--- src/rtl/jk_pkg.sv ---
// Shared constants and the JK excitation rule for the jk_excite_gen drive/check engine.
package jk_pkg;

    localparam int XF_ZERO   = 0;
    localparam int XF_ONE    = 1;
    localparam int ERR_CNT_W = 8;

    // Returns {J,K} that moves a JK flop from present p to target t; x becomes xfill.
    function automatic logic [1:0] jk_excite(input logic p, input logic t, input logic xfill);
        logic [1:0] jk;
        case ({p, t})
            2'b00:   jk = {1'b0, xfill};
            2'b01:   jk = {1'b1, xfill};
            2'b10:   jk = {xfill, 1'b1};
            2'b11:   jk = {xfill, 1'b0};
            default: jk = 2'b00;
        endcase
        return jk;
    endfunction

endpackage

--- src/rtl/jk_excite_gen_if.sv ---
// Target-word stream plus JK drive/feedback bundle between a word source and jk_excite_gen.
interface jk_excite_gen_if #(
    parameter int N = 4
);
    logic         in_valid;
    logic         in_ready;
    logic [N-1:0] in_data;
    logic         en;
    logic [N-1:0] j;
    logic [N-1:0] k;
    logic         drv_valid;
    logic [N-1:0] q_fb;

    modport master (
        output in_valid, in_data, en, q_fb,
        input  in_ready, j, k, drv_valid
    );

    modport slave (
        input  in_valid, in_data, en, q_fb,
        output in_ready, j, k, drv_valid
    );
endinterface

--- src/rtl/jk_fifo.sv ---
// N-bit x DEPTH synchronous FIFO with registered occupancy; no write-to-read bypass.
module jk_fifo
    import jk_pkg::*;
#(
    parameter int N     = 4,
    parameter int DEPTH = 4
) (
    input  logic                     clk,
    input  logic                     rst_n,
    input  logic                     push,
    input  logic [N-1:0]             push_data,
    input  logic                     pop,
    output logic [N-1:0]             pop_data,
    output logic [$clog2(DEPTH):0]   level
);
    localparam int AW = $clog2(DEPTH);
    localparam int LW = AW + 1;

    logic [N-1:0]  mem_r [DEPTH];
    logic [AW-1:0] wr_ptr_r;
    logic [AW-1:0] rd_ptr_r;
    logic [LW-1:0] level_r;
    logic          push_ok_s;
    logic          pop_ok_s;

    // Guard against overflow/underflow even if the caller gets it wrong.
    assign push_ok_s = push && (level_r != LW'(DEPTH));
    assign pop_ok_s  = pop && (level_r != LW'(0));
    assign pop_data  = mem_r[rd_ptr_r];
    assign level     = level_r;

    // Storage, pointer and occupancy update; pointers wrap naturally at DEPTH.
    always_ff @(posedge clk or negedge rst_n) begin
        if (!rst_n) begin
            for (int i = 0; i < DEPTH; i++) begin
                mem_r[i] <= {N{1'b0}};
            end
            wr_ptr_r <= AW'(0);
            rd_ptr_r <= AW'(0);
            level_r  <= LW'(0);
        end else begin
            if (push_ok_s) begin
                mem_r[wr_ptr_r] <= push_data;
                wr_ptr_r        <= wr_ptr_r + AW'(1);
            end
            if (pop_ok_s) begin
                rd_ptr_r <= rd_ptr_r + AW'(1);
            end
            case ({push_ok_s, pop_ok_s})
                2'b10:   level_r <= level_r + LW'(1);
                2'b01:   level_r <= level_r - LW'(1);
                default: level_r <= level_r;
            endcase
        end
    end

endmodule

--- src/rtl/jk_excite_gen.sv ---
// Buffers target words, drives JK excitation from a present-state model, and checks fed-back Q.
module jk_excite_gen
    import jk_pkg::*;
#(
    parameter int N     = 4,
    parameter int DEPTH = 4,
    parameter int XFILL = XF_ZERO
) (
    input  logic                   clk,
    input  logic                   rst_n,
    jk_excite_gen_if.slave         bus,
    output logic                   err,
    output logic [ERR_CNT_W-1:0]   err_cnt,
    input  logic                   err_clr,
    output logic [$clog2(DEPTH):0] level
);
    localparam int   LW     = $clog2(DEPTH) + 1;
    localparam logic XF_BIT = (XFILL == XF_ONE) ? 1'b1 : 1'b0;

    logic [LW-1:0]        level_s;
    logic                 in_ready_s;
    logic                 push_s;
    logic                 pop_s;
    logic [N-1:0]         head_s;
    logic [N-1:0]         j_nxt_s;
    logic [N-1:0]         k_nxt_s;
    logic                 mismatch_s;

    logic [N-1:0]         j_r;
    logic [N-1:0]         k_r;
    logic                 drv_valid_r;
    logic [N-1:0]         q_model_r;
    logic [N-1:0]         exp_q_r;
    logic                 arm_r;
    logic                 err_r;
    logic [ERR_CNT_W-1:0] err_cnt_r;

    assign in_ready_s = (level_s != LW'(DEPTH));
    assign push_s     = bus.in_valid && in_ready_s;
    assign pop_s      = bus.en && (level_s != LW'(0));

    jk_fifo #(
        .N     (N),
        .DEPTH (DEPTH)
    ) u_fifo (
        .clk       (clk),
        .rst_n     (rst_n),
        .push      (push_s),
        .push_data (bus.in_data),
        .pop       (pop_s),
        .pop_data  (head_s),
        .level     (level_s)
    );

    // Per-bit excitation of the FIFO head against the modelled present state.
    always_comb begin
        j_nxt_s = {N{1'b0}};
        k_nxt_s = {N{1'b0}};
        for (int i = 0; i < N; i++) begin
            {j_nxt_s[i], k_nxt_s[i]} = jk_excite(q_model_r[i], head_s[i], XF_BIT);
        end
    end

    // Drive registers: excitation on a pop, hold (J=K=0) otherwise.
    always_ff @(posedge clk or negedge rst_n) begin
        if (!rst_n) begin
            j_r         <= {N{1'b0}};
            k_r         <= {N{1'b0}};
            drv_valid_r <= 1'b0;
            q_model_r   <= {N{1'b0}};
        end else if (pop_s) begin
            j_r         <= j_nxt_s;
            k_r         <= k_nxt_s;
            drv_valid_r <= 1'b1;
            q_model_r   <= head_s;
        end else begin
            j_r         <= {N{1'b0}};
            k_r         <= {N{1'b0}};
            drv_valid_r <= 1'b0;
            q_model_r   <= q_model_r;
        end
    end

    // The flops lag the model by one edge, so compare against a delayed copy once armed.
    assign mismatch_s = arm_r && (bus.q_fb != exp_q_r);

    // Checker state: delayed model, arming flag, sticky error and saturating count.
    always_ff @(posedge clk or negedge rst_n) begin
        if (!rst_n) begin
            exp_q_r   <= {N{1'b0}};
            arm_r     <= 1'b0;
            err_r     <= 1'b0;
            err_cnt_r <= {ERR_CNT_W{1'b0}};
        end else begin
            exp_q_r <= q_model_r;
            arm_r   <= 1'b1;
            if (err_clr) begin
                err_r     <= 1'b0;
                err_cnt_r <= {ERR_CNT_W{1'b0}};
            end else if (mismatch_s) begin
                err_r <= 1'b1;
                if (err_cnt_r != {ERR_CNT_W{1'b1}}) begin
                    err_cnt_r <= err_cnt_r + ERR_CNT_W'(1);
                end else begin
                    err_cnt_r <= err_cnt_r;
                end
            end else begin
                err_r     <= err_r;
                err_cnt_r <= err_cnt_r;
            end
        end
    end

    assign bus.in_ready  = in_ready_s;
    assign bus.j         = j_r;
    assign bus.k         = k_r;
    assign bus.drv_valid = drv_valid_r;
    assign err           = err_r;
    assign err_cnt       = err_cnt_r;
    assign level         = level_s;

endmodule

--- src/flat_wrapper.sv ---
// flat-port wrapper written by rule: the top's interface ports become plain ports
module jk_excite_gen_flat import jk_pkg::*;
#(
    parameter int N     = 4,
    parameter int DEPTH = 4,
    parameter int XFILL = XF_ZERO
)
  (clk, rst_n, err, err_cnt, err_clr, level, bus_in_valid, bus_in_data, bus_en, bus_q_fb, bus_in_ready, bus_j, bus_k, bus_drv_valid);
  jk_excite_gen_if #(.N(N)) bus_i ();
  input  logic clk;
  input  logic rst_n;
  output logic err;
  output logic [ERR_CNT_W-1:0] err_cnt;
  input  logic err_clr;
  output logic [$clog2(DEPTH):0] level;
  input wire logic [$bits(bus_i.in_valid)-1:0] bus_in_valid;
  input wire logic [$bits(bus_i.in_data)-1:0] bus_in_data;
  input wire logic [$bits(bus_i.en)-1:0] bus_en;
  input wire logic [$bits(bus_i.q_fb)-1:0] bus_q_fb;
  output wire logic [$bits(bus_i.in_ready)-1:0] bus_in_ready;
  output wire logic [$bits(bus_i.j)-1:0] bus_j;
  output wire logic [$bits(bus_i.k)-1:0] bus_k;
  output wire logic [$bits(bus_i.drv_valid)-1:0] bus_drv_valid;
  assign bus_i.in_valid = bus_in_valid;
  assign bus_i.in_data = bus_in_data;
  assign bus_i.en = bus_en;
  assign bus_i.q_fb = bus_q_fb;
  assign bus_in_ready = bus_i.in_ready;
  assign bus_j = bus_i.j;
  assign bus_k = bus_i.k;
  assign bus_drv_valid = bus_i.drv_valid;
  jk_excite_gen #(.N(N), .DEPTH(DEPTH), .XFILL(XFILL)) u_core (.clk(clk), .rst_n(rst_n), .bus(bus_i), .err(err), .err_cnt(err_cnt), .err_clr(err_clr), .level(level));
endmodule
--- config.mk ---
export PLATFORM = sky130hd
export DESIGN_NAME = jk_excite_gen_flat
export DESIGN_NICKNAME = d
export VERILOG_FILES = /design/src/rtl/jk_pkg.sv /design/src/rtl/jk_excite_gen_if.sv /design/src/rtl/jk_fifo.sv /design/src/rtl/jk_excite_gen.sv /design/src/flat_wrapper.sv
export SDC_FILE = /design/constraint.sdc
export NUM_CORES = 1
export LEC_CHECK = 0
export CAP_MARGIN = 20
export CORE_AREA = 4 4 80 82
export DETAILED_ROUTE_END_ITERATION = 6
export DIE_AREA = 0 0 84 86
export MAX_ROUTING_LAYER = met4
export PLACE_DENSITY = 0.66
export SETUP_SLACK_MARGIN = 0.5
export SYNTH_ARGS = -nofsm -noshare
export SYNTH_HDL_FRONTEND = slang
export SYNTH_SLANG_ARGS = --single-unit
--- constraint.sdc ---
create_clock -name clk -period 2.3 [get_ports clk]
set_input_delay 0.69 -clock clk [delete_from_list [all_inputs] [get_ports clk]]
set_output_delay 0.69 -clock clk [all_outputs]
set_load 0.05 [all_outputs]
### Word-level counts from Yosys, hierarchy flattened

Index checks and enable logic that the tools add are counted.

| word-level totals | value |
|---|---|
| bits of input ports | 13 |
| register bits after elaboration | 50 |
| word-level logic and storage cells | 80 |
| output and inout port bits | 22 |

| operators by class | value |
|---|---|
| bitwise logic cells | 2 |
| order comparisons | 3 |
| add/subtract/negate cells | 5 |
| eq/ne operators | 17 |
| mux-type cells | 19 |
| reduce and logical (&&, ||, !) cells | 19 |

Operator list:

| kind | number |
|---|---|
| $mux W8 | 3 |
| $pmux W2 S3 | 4 |
| $mux W4 | 5 |
| $eq A2 B2 Y1 const B | 9 |
| $bwmux W16 | 1 |
| $eq A2 B1 Y1 const B | 5 |
| $add A8 B1 Y8 const B | 1 |
| $bmux W4 S2 | 1 |
| $demux W4 S2 | 1 |
| $logic_not A2 Y1 | 4 |
| $ne A8 B8 Y1 const B | 1 |
| $reduce_or A2 Y1 | 4 |
| $ge A3 B3 Y1 const B | 2 |
| $logic_and A1 B1 Y1 | 6 |
| $not A2 Y3 | 2 |
| $pmux W3 S2 | 1 |
| $reduce_bool A2 Y1 | 3 |
| $add A2 B1 Y2 const B | 2 |
| $ne A4 B4 Y1 | 1 |
| $add A3 B1 Y3 const B | 1 |
| $lt A3 B1 Y1 const B | 1 |
| $mux W1 | 3 |
| $ne A3 B3 Y1 const B | 1 |
| $reduce_bool A3 Y1 | 1 |
| 2 further kinds | 2 |

### Depth between registers and ports, before layout

Gate-level depths: netlist of the first run.

| logic depth | value |
|---|---|
| depth after elaboration | 8 |
| gate-level depth with buffers | 9 |
| mapped depth without buffers | 9 |

### Hierarchy

From an unflattened synthesis of the first run, not the netlist that was laid out.

| second synthesis, totals | value |
|---|---|
| cells, all modules | 179 |
| area, all modules | 2278.4 um^2 |

Modules (own cells, without submodules):

| module | cells an instance | area an instance (um^2) | instances | sequential area each (um^2) |
|---|---|---|---|---|
| jk_excite_gen | 103 | 1172.4 | 1 | 675.6 |
| jk_fifo | 76 | 1106.1 | 1 | 575.6 |

### Worst setup path before layout of the first run

No wires, ideal clock.

| timing path | value |
|---|---|
| path kind | reg-to-reg |
| start point | register u_core.u_fifo.level_r[1] (netlist: u_core.u_fifo.level[1]) |
| end point | register u_core.u_fifo.level_r[2] (netlist: u_core.u_fifo.level[2]) |
| clock period less this slack | 2.142 ns |
| stages on the path, launching flop included | 9 |
| buffers on the path | 0 |
| slack | 0.158 ns |
| library setup time | 0.150 ns |
| required time | 2.150 ns |
| data arrival time | 1.992 ns |
| path through | dfrtp_1 -> o31ai_4 -> inv_2 -> ha_1 -> inv_1 -> fa_1 -> xor2_1 -> nor2_1 -> xor2_1 |

| on the way | value |
|---|---|
| cells in the longest elaborated chain, start to end | 5 |
| elaborated cells between the ends (all ways) | 12 |
| those cells by class | 2 x add/sub; 3 x eq/ne; 1 x mux; 6 x reduce/logical |

RTL lines:

| element | RTL line | text |
|---|---|---|
| start, declared | jk_fifo.sv:22 | `logic [LW-1:0] level_r;` |
| start signal, assigned | jk_fifo.sv:50 | `2'b10: level_r <= level_r + LW'(1);` |
| start signal, assigned | jk_fifo.sv:51 | `2'b01: level_r <= level_r - LW'(1);` |
| start signal, assigned | jk_fifo.sv:52 | `default: level_r <= level_r;` |
| $reduce_bool A3 Y1 * | jk_excite_gen.sv:40 | `assign pop_s = bus.en && (level_s != LW'(0));` |
| $logic_and A1 B1 Y1 * | jk_excite_gen.sv:40 |  |
| named net u_core.pop_s | jk_excite_gen.sv:23 | `logic pop_s;` |
| $logic_and A1 B1 Y1 * | jk_fifo.sv:28 | `assign pop_ok_s = pop && (level_r != LW'(0));` |
| $eq A2 B1 Y1 or $eq A2 B2 Y1 (tied branches) | jk_fifo.sv:49 | `case ({push_ok_s, pop_ok_s})` |
| $pmux W3 S2 or $reduce_bool A2 Y1 (tied branches) | - |  |

Mark *: on every way through the listed nets, which the timed path passes. The rest lies on a longest branch.
A chain may end at the register's enable or synchronous reset.

### Worst setup path after layout of the first run

| timing path | value |
|---|---|
| start point | register u_core.u_fifo.level_r[1] (netlist: u_core.u_fifo.level[1]) |
| end point | output port bus_in_ready |

| on the way | value |
|---|---|
| cells in the longest elaborated chain, start to end | 1 |

RTL lines:

| element | RTL line | text |
|---|---|---|
| $ne A3 B3 Y1 | jk_excite_gen.sv:38 | `assign in_ready_s = (level_s != LW'(DEPTH));` |
| end, declared | flat_wrapper.sv:20 | `output wire logic [$bits(bus_i.in_ready)-1:0] bus_in_ready;` |

Every way passes these cells.

==> results of run 1 <==
[path summary, 6_finish.rpt]
| check | to | slack, ns | depth (start not counted) |
|---|---|---|---|
| hold reg to reg | u_core.exp_q_r[0] | 0.43 | 0 |
| min in group clk | u_core.exp_q_r[0] | 0.43 | 0 |
| setup / recovery | bus_in_ready | 0.50 | 3 |
| hold / removal | u_core.err_cnt[5] | 0.30 | 1 |
| setup reg to reg | u_core.u_fifo.level[2] | 0.53 | 9 |
| max in group asynchronous | u_core.u_fifo.mem_r[13] | 1.50 | 2 |
[cells in the final DEF, fill, tap and decap left out, types with 3 or more instances in the layout]
cell	synthesis	layout
sky130_fd_sc_hd__nor2b_1	3	3
sky130_fd_sc_hd__nand2_1	24	23
sky130_fd_sc_hd__nor4_2	0	3
sky130_fd_sc_hd__mux4_2	4	4
sky130_fd_sc_hd__inv_1	9	7
sky130_fd_sc_hd__buf_6	0	3
sky130_fd_sc_hd__xor2_2	1	3
sky130_fd_sc_hd__nor3b_1	4	4
sky130_fd_sc_hd__clkbuf_8	0	6
sky130_fd_sc_hd__clkdlybuf4s15_2	0	12
sky130_fd_sc_hd__o21ai_0	5	5
sky130_fd_sc_hd__nor2_1	11	10
sky130_fd_sc_hd__xnor2_1	4	4
sky130_fd_sc_hd__dfrtp_1	50	47
sky130_fd_sc_hd__buf_2	1	12
sky130_fd_sc_hd__ha_1	6	5
sky130_fd_sc_hd__buf_4	0	15
sky130_fd_sc_hd__a21oi_1	5	5
sky130_fd_sc_hd__dfrtp_2	0	3
sky130_fd_sc_hd__mux2_1	20	19
sky130_fd_sc_hd__clkdlybuf4s50_1	0	5
sky130_fd_sc_hd__inv_2	1	3
[where the power goes]
group | switching (mW) | internal (mW) | leakage (nW)
combinational | 0.860 | 0.730 | 0.651
clock | 0.265 | 0.243 | 0.0482
sequential | 0.277 | 1.23 | 0.624
[layer usage]
metal	global-route usage, %	routed length, um	share of wire, %
met2	21.3	1950	47
met4	3.51	51	1.2
met3	4.13	184	4.4
met1	17.0	1990	48
met5	-	0	0
[timing repair]
action                                  4_1_cts  5_1_grt
cloned                                        0        0
endpoints found under the hold margin         0        0
pin swaps                                     8        5
resized for setup                            94       15
setup buffers                                 6        1
endpoints found under the setup margin       33       16
hold buffers                                  0        0
[sequential cells by signal (all words and copies together), names as in the netlist]
signal,cells
u_core.u_fifo.wr_ptr_r,2
u_core.u_fifo.mem_r,16
u_core.u_fifo.rd_ptr_r,2
u_core.bus.j,4
u_core.bus.drv_valid,1
u_core.u_fifo.level,3
u_core.exp_q_r,4
u_core.err_cnt,8
u_core.bus.k,4
u_core.q_model_r,4
u_core.err,1
u_core.arm_r,1
[layout make-up]
type / instances / share of cell area, %
clock buffers: 7 / 2.94
clock inverters: 1 / 0.170
multi-input cells: 115 / 34.3
inverters: 10 / 1.28
repair buffers: 52 / 15.4
flip-flops and latches: 50 / 42.7
well taps: 75 / 3.20
[cells by family (layout without fill, tap and decap cells)]
| group | count (synthesis) | after routing |
|---|---|---|
| multiplexers | 26 | 26 |
| AND/OR/NAND/NOR | 57 | 57 |
| AO/OA/AOI/OAI | 14 | 14 |
| other | 1 | 1 |
| flip-flops | 50 | 50 |
| adder cells (fa/ha/maj) | 7 | 7 |
| XOR/XNOR | 10 | 10 |
| buffers and inverters | 12 | 70 |
==> out/summary.json, run 1 <==
{
  "sta": {
    "rsz0062_at_grt": "yes",
    "finalMaxSlewViolations": 0,
    "clock.fmax_mhz": 556,
    "setup-violations-final": 0,
    "post-route-worst-setup-slack_ns": 0.500,
    "ratio_of_final_minimum_period_to_clock_period_pct": 78.3,
    "final_sum_of_negative_setup_slack_ns": 0,
    "skew_ns": 0.00640,
    "final-hold-violation-count": 0,
    "period_minus_slack_ns": 1.80,
    "finalHoldWorstSlack_ns": 0.295
  },
  "routing": {
    "drcViolationCount": 0,
    "antenna_left": 0,
    "drt-wirelength-per-cell_um": 13.4,
    "drtPass1Iterations": 4,
    "dr_total_vias": 1484,
    "drt-total-wl_um": 4170,
    "drt-vias-per-instance": 4.79,
    "dr.first_iter.drc_count": 66
  },
  "worst_setup_path": {
    "timing.critical_path.slowest_cell_delay_ns": 0.45,
    "path_buf_inv": 1,
    "worstSetupPathType": "reg -> out",
    "kind_of_end_point_of_the_critical_path": "output port",
    "cp-start-kind": "register",
    "cpLargestDelayFamily": "flip-flops",
    "critPathSlowestCell": "sky130_fd_sc_hd__dfrtp_2",
    "wp_data_required_ns": 1.61,
    "crit_arrival_ns": 1.11,
    "path_max_fanout": 4,
    "worst_flop_to_flop_path_startpoint": "u_core.u_fifo.level[1]",
    "critical_path.startpoint": "u_core.u_fifo.level[1]",
    "cp_cell_sequence": "nor2_4 > nand2_2 > buf_6"
  },
  "yosys": {
    "synth_xor_area_share_pct": 4.28,
    "synthesis.area_per_instance_sq_um": 12.6,
    "synth_top_area_cell": "sky130_fd_sc_hd__dfrtp_1",
    "synth_most_common_cell": "sky130_fd_sc_hd__dfrtp_1",
    "synth_compound_gate_area_share_pct": 5.29,
    "synth_adder_area_share_pct": 4.28,
    "largest_family_of_logic_cells_by_synthesized_area": "multiplexers",
    "most_common_library_cells_after_synthesis": "sky130_fd_sc_hd__dfrtp_1, sky130_fd_sc_hd__nand2_1, sky130_fd_sc_hd__mux2_1",
    "yosys.area_share.simple_pct": 12.5,
    "ys_seq_elements": 50,
    "yosysWarningCount": 0,
    "register_area_share_after_synthesis_pct": 56.3,
    "area_of_the_mapped_netlist_sq_um": 2220,
    "postSynth.topFlopCell": "sky130_fd_sc_hd__dfrtp_1",
    "post-synth-top-area-fraction_pct": 56.3,
    "synth_enable_flop_cells": 0,
    "leading_cell_types_by_total_area_after_synthesis": "sky130_fd_sc_hd__dfrtp_1, sky130_fd_sc_hd__mux2_1, sky130_fd_sc_hd__mux4_2",
    "synth_cells": 177,
    "synth.area.mux_share_pct": 15.1,
    "synth-async-reset-ratio_pct": 100,
    "post_synth_num_cell_types": 32,
    "number_of_nets_produced_by_synthesis": 197
  },
  "floorplan": {
    "core_region_area_sq_um": 5750,
    "initial_core_util_pct": 38.7,
    "die_h_um": 86,
    "die_area_sq_um": 7220,
    "row_count": 28,
    "floorplan.die.width_um": 84,
    "num_io_pins": 35
  },
  "power_and_ir_drop": {
    "leakage_nw": 1.32,
    "total_power_mw": 3.60,
    "worst_voltage_drop_across_the_vdd_grid_mv": 0.452,
    "power-per-cell-area_nw_per_um2": 1230
  },
  "place": {
    "finalWeightedCongestion": 0.754,
    "numPortBuffers": 34,
    "dp_hpwl_um": 3060,
    "place_area_sq_um": 2780,
    "place_ws_ns": -0.102,
    "dp.cells": 295
  },
  "finish": {
    "final_nets": 254,
    "antenna-diode-count": 0,
    "fillCellCount": 515,
    "flow.area_growth_from_synthesis_pct": 32.1,
    "multi_input_gate_area_in_the_final_layout_sq_um": 1010,
    "final_util_pct": 51.1,
    "layout.cells.non_filler": 310,
    "design_area_sq_um": 2940,
    "drive_gt1_share_pct": 33.6,
    "seqCellArea_sq_um": 1250
  },
  "clock_tree": {
    "path_clk_slew_ns": 0.09,
    "htree_levels": 2,
    "tritoncts": "done",
    "insertion_delay_ns": 0.30,
    "cts.root.buffer_cell": "sky130_fd_sc_hd__clkbuf_8",
    "numClockSinks": 50,
    "cts.path.max_buffers": 2,
    "cts_inserted_buffers": 5
  },
  "job": {
    "max_cap_viols": 0
  },
  "grt": {
    "grt_pass1_vias": 1588,
    "grt_max_degree": 27,
    "grt_first_pass_wirelength_um": 7560,
    "grt.total_usage_pct": 13.5,
    "grt_antenna_before_repair": 0,
    "grt-ovfl-total": 0
  },
  "run_status": {
    "outcome": "finished, final reports clean"
  },
  "min_path": {
    "hold_path.class": "in -> async"
  }
}
(Power assumes the default switching activity.)
==> run 2, diff against run 1 <==
==> constraint.sdc (replaced) <==
create_clock -name clk -period 1.75 [get_ports clk]
set_input_delay 0.525 -clock clk [delete_from_list [all_inputs] [get_ports clk]]
set_output_delay 0.525 -clock clk [all_outputs]
set_load 0.05 [all_outputs]
==> out/summary.json, run 2 (same netlist as run 1, synthesis figures left out) <==
{
  "worst_setup_path": {
    "path_max_fanout": {"value": 3, "change": "was 4"},
    "rrSetupSlack": {"value": -0.03, "unit": "ns", "change": "was 0.53 ns"},
    "worstSetupPathType": {"value": "reg -> reg", "change": "was reg -> out"},
    "cp-start-kind": {"value": "register", "change": "unchanged"},
    "crit_arrival": {"value": 1.97, "unit": "ns", "change": "was 1.11 ns"},
    "kind_of_end_point_of_the_critical_path": {"value": "register", "change": "was output port"},
    "wp_data_required": {"value": 1.94, "unit": "ns", "change": "was 1.61 ns"}
  },
  "sta": {
    "finalMaxSlewViolations": {"value": 0, "change": "unchanged"},
    "ratio_of_final_minimum_period_to_clock_period_pct": 102,
    "clock.fmax_mhz": 562,
    "post-route-worst-setup-slack": {"value": -0.0301, "unit": "ns", "change": "was 0.500 ns"},
    "finalHoldWorstSlack": {"value": 0.192, "unit": "ns", "change": "was 0.295 ns"},
    "skew": {"value": 0.00896, "unit": "ns", "change": "was 0.00640 ns"},
    "final-hold-violation-count": {"value": 0, "change": "unchanged"},
    "period_minus_slack_ns": 1.78,
    "setup-violations-final": {"value": 3, "change": "was 0"},
    "rsz0062_at_grt": {"value": "yes", "change": "unchanged"}
  },
  "power_and_ir_drop": {
    "total_power": {"value": 6.15, "unit": "mW", "change": "was 3.60 mW"},
    "leakage": {"value": 1.62, "unit": "nW", "change": "was 1.32 nW"},
    "worst_voltage_drop_across_the_vdd_grid": {"value": 0.928, "unit": "mV", "change": "was 0.452 mV"},
    "power-per-cell-area": {"value": 1670, "unit": "nW/um^2", "change": "was 1230 nW/um^2"}
  },
  "clock_tree": {
    "cts_inserted_buffers": {"value": 5, "change": "unchanged"},
    "hold_buffers": {"value": 0, "change": "unchanged"},
    "htree_levels": {"value": 2, "change": "unchanged"},
    "path_clk_slew": {"value": 0.09, "unit": "ns", "change": "about the same"},
    "numClockSinks": {"value": 50, "change": "unchanged"},
    "cts.path.max_buffers": {"value": 2, "change": "unchanged"},
    "cts.root.buffer_cell": {"value": "sky130_fd_sc_hd__clkbuf_8", "change": "unchanged"},
    "tritoncts": {"value": "done", "change": "unchanged"},
    "insertion_delay": {"value": 0.30, "unit": "ns", "change": "about the same"}
  },
  "grt": {
    "grt-ovfl-total": {"value": 0, "change": "unchanged"},
    "grt_pass1_vias": {"value": 1691, "change": "was 1,588"},
    "grt.total_usage": {"value": 14.4, "unit": "%", "change": "was 13.5%"},
    "grt_max_degree": {"value": 51, "change": "was 27"},
    "grt_first_pass_wirelength": {"value": 8090, "unit": "um", "change": "was 7560 um"},
    "grt_antenna_before_repair": {"value": 0, "change": "unchanged"}
  },
  "finish": {
    "most_used_cells_in_the_layout_excluding_fill_and_tap_cells": {"value": "sky130_fd_sc_hd__dfrtp_1, sky130_fd_sc_hd__buf_12, sky130_fd_sc_hd__mux2_4, sky130_fd_sc_hd__buf_6, sky130_fd_sc_hd__buf_4", "change": "was sky130_fd_sc_hd__dfrtp_1, sky130_fd_sc_hd__nand2_1, sky130_fd_sc_hd__mux2_1, sky130_fd_sc_hd__buf_4"},
    "seqCellArea": {"value": 1270, "unit": "sq um", "change": "was 1250 sq um"},
    "antenna-diode-count": {"value": 0, "change": "unchanged"},
    "final_util": {"value": 63.9, "unit": "%", "change": "was 51.1%"},
    "registers.top_by_ff_count": {"value": "u_core.u_fifo.mem_r", "change": "unchanged"},
    "largest_reg_flops": {"value": 16, "change": "unchanged"},
    "layout.cells.non_filler": {"value": 323, "change": "was 310"},
    "multi_input_gate_area_in_the_final_layout": {"value": 1320, "unit": "sq um", "change": "was 1010 sq um"},
    "fillCellCount": {"value": 428, "change": "was 515"},
    "drive_gt1_share": {"value": 59.7, "unit": "%", "change": "was 33.6%"},
    "flow.area_growth_from_synthesis": {"value": 65.2, "unit": "%", "change": "was 32.1%"},
    "final_nets": {"value": 267, "change": "was 254"},
    "leading_cell_type_in_the_layout_fill_and_taps_excluded": {"value": "sky130_fd_sc_hd__dfrtp_1", "change": "unchanged"}
  },
  "routing": {
    "drt-vias-per-instance": {"value": 4.94, "change": "was 4.79"},
    "drcViolationCount": {"value": 0, "change": "unchanged"},
    "antenna_left": {"value": 0, "change": "unchanged"},
    "dr_total_vias": {"value": 1596, "change": "was 1,484"},
    "drt-total-wl": {"value": 5070, "unit": "um", "change": "was 4170 um"},
    "dr.first_iter.drc_count": {"value": 92, "change": "was 66"},
    "drtPass1Iterations": {"value": 4, "change": "unchanged"},
    "drt-wirelength-per-cell": {"value": 15.7, "unit": "um", "change": "was 13.4 um"}
  },
  "floorplan": {
    "row_count": {"value": 28, "change": "unchanged"},
    "die_area": {"value": 7220, "unit": "sq um", "change": "unchanged"},
    "floorplan.die.width": {"value": 84, "unit": "um", "change": "unchanged"},
    "core_region_area": {"value": 5750, "unit": "sq um", "change": "unchanged"},
    "initial_core_util": {"value": 38.7, "unit": "%", "change": "unchanged"},
    "die_h": {"value": 86, "unit": "um", "change": "unchanged"},
    "num_io_pins": {"value": 35, "change": "unchanged"}
  },
  "place": {
    "dp.cells": {"value": 302, "change": "was 295"},
    "dp_hpwl": {"value": 3170, "unit": "um", "change": "was 3060 um"},
    "numPortBuffers": {"value": 34, "change": "unchanged"},
    "place_ws": {"value": -0.514, "unit": "ns", "change": "was -0.102 ns"},
    "finalWeightedCongestion": {"value": 0.747, "change": "was 0.754"}
  },
  "job": {
    "max_cap_viols": {"value": 0, "change": "unchanged"}
  },
  "min_path": {
    "hold_path.class": {"value": "in -> async", "change": "unchanged"}
  },
  "run_status": {
    "outcome": {"value": "finished with violations", "change": "was finished, final reports clean"},
    "violations_in_the_final_reports": "setup timing"
  }
}
==> run 2: changes by cell type in the layout (fill, tap and decap cells not counted), moves of 5 or more <==
| cell | change |
|---|---|
| sky130_fd_sc_hd__mux2_4 | +19 |
| sky130_fd_sc_hd__buf_2 | -7 |
| sky130_fd_sc_hd__nand2_1 | -11 |
| sky130_fd_sc_hd__nand2_2 | +5 |
| sky130_fd_sc_hd__o21ai_0 | -5 |
| sky130_fd_sc_hd__dfrtp_1 | -9 |
| sky130_fd_sc_hd__clkdlybuf4s15_2 | -12 |
| sky130_fd_sc_hd__mux2_1 | -19 |
| sky130_fd_sc_hd__buf_12 | +22 |
| sky130_fd_sc_hd__buf_6 | +12 |
| sky130_fd_sc_hd__dfrtp_2 | +9 |
==> run 2: stage by stage <==
stage               setup TNS (ns)  cell area [sq um]
floorplan                   -0.452               2310
global placement             -6.94               3080
detailed placement           -7.52               3080
CTS                        -0.0665               3400
global route                -0.275               3670
finish                     -0.0410               3670
==> run 2: area by class of cell <==
class | instances | share of cell area (%)
Multi-Input combinational cell | 115 | 35.9
Sequential cell | 50 | 34.5
Timing Repair Buffer | 65 | 23.1
Tap cell | 75 | 2.55
Clock buffer | 6 | 1.98
Clock inverter | 2 | 1.02
Inverter | 10 | 1.02
==> run 2: worst max-delay path, stage by stage, from the launching register on <==
cell,delay (ns)
sky130_fd_sc_hd__dfrtp_2,0.45
sky130_fd_sc_hd__buf_6,0.14
sky130_fd_sc_hd__o31ai_4,0.24
sky130_fd_sc_hd__inv_2,0.08
sky130_fd_sc_hd__ha_4,0.17
sky130_fd_sc_hd__inv_2,0.05
sky130_fd_sc_hd__fa_2,0.19
sky130_fd_sc_hd__xor2_1,0.15
sky130_fd_sc_hd__nor2_1,0.07
sky130_fd_sc_hd__xor2_1,0.14
==> run 2: power breakdown <==
group	switching (mW)	internal (mW)
clock	0.376	0.427
combinational	1.50	1.80
sequential	0.427	1.62
==> run 2: path summary, 6_finish.rpt <==
kind / from / depth (start not counted) / end
min reg2reg: u_core.q_model_r[3] / 0 / u_core.exp_q_r[3]
max in group asynchronous: rst_n / 2 / u_core.u_fifo.level[2]
min in group clk: u_core.q_model_r[3] / 0 / u_core.exp_q_r[3]
min: rst_n / 2 / u_core.err_cnt[5]
max reg2reg: u_core.u_fifo.level[0] / 9 / u_core.u_fifo.level[2]
max: u_core.u_fifo.level[0] / 9 / u_core.u_fifo.level[2]
==> run 2: what timing repair did <==
action                     CTS  global route
gates resized for setup     56            61
pin swaps                   18            15
setup endpoints to repair   63            64
setup buffers                9             4
gates cloned                 0             0
==> run 2: metal layers <==
| metal | part of all wire [%] | global-route usage [%] | up-vias |
|---|---|---|---|
| li1 | - | - | 740 |
| met1 | 43 | 17.8 | 809 |
| met2 | 52 | 23.8 | 39 |
| met3 | 3.4 | 2.79 | 8 |
| met4 | 1.6 | 5.26 | 0 |
| met5 | 0 | - | - |
==> run 3, diff against run 2 <==
--- a/config.mk
+++ b/config.mk
@@ -5,7 +5,6 @@
 export SDC_FILE = /design/constraint.sdc
 export NUM_CORES = 1
 export LEC_CHECK = 0
-export CAP_MARGIN = 20
 export CORE_AREA = 4 4 80 82
 export DETAILED_ROUTE_END_ITERATION = 6
 export DIE_AREA = 0 0 84 86
==> results of run 3 <==
Final layout, timing and power as in run 2 (identical DEF).
==> edit, RTL diff (settings of run 2) <==
`DEPTH` is set to 4 in 3 places; all go to 2.
--- a/src/rtl/jk_fifo.sv
+++ b/src/rtl/jk_fifo.sv
@@ -5,3 +5,3 @@
     parameter int N     = 4,
-    parameter int DEPTH = 4
+    parameter int DEPTH = 2
 ) (
--- a/src/rtl/jk_excite_gen.sv
+++ b/src/rtl/jk_excite_gen.sv
@@ -5,3 +5,3 @@
     parameter int N     = 4,
-    parameter int DEPTH = 4,
+    parameter int DEPTH = 2,
     parameter int XFILL = XF_ZERO
--- a/src/flat_wrapper.sv
+++ b/src/flat_wrapper.sv
@@ -4,3 +4,3 @@
     parameter int N     = 4,
-    parameter int DEPTH = 4,
+    parameter int DEPTH = 2,
     parameter int XFILL = XF_ZERO
Interface: changed (resized level); port bits go from 35 to 34. No check against the original RTL was run, so the function may have changed too.
==> edit against run 2 <==
Wire length is 27% lower; power is 34% lower; hold slack worse by 0.042 ns; sequential cell count is 11 lower; design area is 27% lower; area after synthesis is 28% lower; setup slack better by 0.13 ns; sequential power is 26% lower.
==> edit: results <==
outcome:
  status: "complete, no violations"
detailed_routing:
  dr_wl_met3_um: 192
  wl_met1_um: 1490
  avgViaCountPerCell: 4.56
  drtIter0Drc: 54
  wirelength_um: 3730
  wl_met2_um: 1930
critical_path:
  reg2reg_to: "u_core.err_cnt[6]"
  r2r_slack_ns: 0.1
  startpoint: "u_core.exp_q_r[0]"
  rr_worst_depth: 5
  critPathArrivalTime_ns: 1.82
  crit_path_max_fanout: 5
power:
  p_leak_uw: 0.00119
  swShare: 0.368
synth:
  synth_cell_types: 30
  ys_seq_area_frac: 0.607
  muxShareOfSynthArea: 0.110
  synth_fa_ha_area_frac: 0.0156
  synth_commonest_cells: "dfrtp_1 (39), nand2_1 (10), mux2_2 (8)"
  syn_nets: 145
  synth_compound_area_frac: 0.0638
  netlist_instances: 130
  synth_xor_area_frac: 0.0490
  synth.area.top_cells: "dfrtp_1 (61%), mux2_2 (5.6%), mux2i_1 (3.1%)"
global_route:
  first_global_vias: 1278
  track_usage: 0.113
  grtUsageMet3: 0.0298
  antenna_found_initial: 0
  use_met1: 0.119
  met2_usage: 0.195
  grt_pass1_wl_um: 6160
  grt_start_max_net_pins: 17
cells_and_area:
  n_antenna_cell: 0
  instances_no_fill: 267
  fill_cells: 523
  fin_nets: 206
  drive_above_1_share: 0.495
place:
  dp_hpwl_um: 2620
  port_buffers: 33
  place_inst: 244
  finalWeightedCongestion: 0.891
clocking:
  htree_levels: 2
  cts_buffers: 5
  cts.reportedPaths.clkPinSlew_ns: 0.07
sta:
  clock_skew_ns: 0.00412
edit: changes by cell type in the layout (fill, tap and decap cells not counted), sizes merged, moves of 4 or more:
cell | before | now
nand3 | 1 | 5
nor3 | 0 | 4
mux4 | 4 | 0
inv | 10 | 4
nand2 | 24 | 10
buf | 58 | 48
nor2 | 12 | 7
and3 | 0 | 4
dfrtp | 50 | 39
mux2 | 20 | 11
ha | 6 | 2
nor3b | 4 | 0
edit: stage by stage:
step / area (µm²) / worst slack (ns) / hold WS, ns
after floorplan: 1720 / 0.0392 / 0.229
after global placement: 2400 / -0.482 / 0.404
after detailed placement: 2400 / -0.491 / 0.406
after CTS: 2620 / 0.128 / 0.155
after global routing: 2690 / 0.0485 / 0.165
final: 2690 / 0.0990 / 0.150
edit: worst max-delay path: stages, from the launching register on:
cell and delay [ns]:
dfrtp_1 0.40, xor2_1 0.17, o41ai_2 0.38, buf_4 0.24, nor4_4 0.05, mux2_4 0.30
edit: timing repair:
action	in CTS	in global routing
gates resized for setup	30	13
cloned	1	0
setup buffers	9	5
setup endpoints to repair	40	40
pin swaps	11	7
endpoints found under the hold margin	0	0
edit: area by class of cell:
cell class,count,area share
Clock buffer,7,0.0283
Clock inverter,1,0.00186
Multi-Input combinational cell,83,0.295
Timing Repair Buffer,58,0.269
Inverter,4,0.00557
Sequential cell,39,0.366
Tap cell,75,0.0348
edit: power groups by stage:
stage          Clock, µW  Sequential, µW  Combinational (µW)
2_1_floorplan          0            1760                 684
3_3_place_gp           0            1540                1630
3_5_place_dp           0            1550                1660
4_1_cts              601            1520                1860
5_1_grt              645            1560                2090
6_report             579            1510                1980
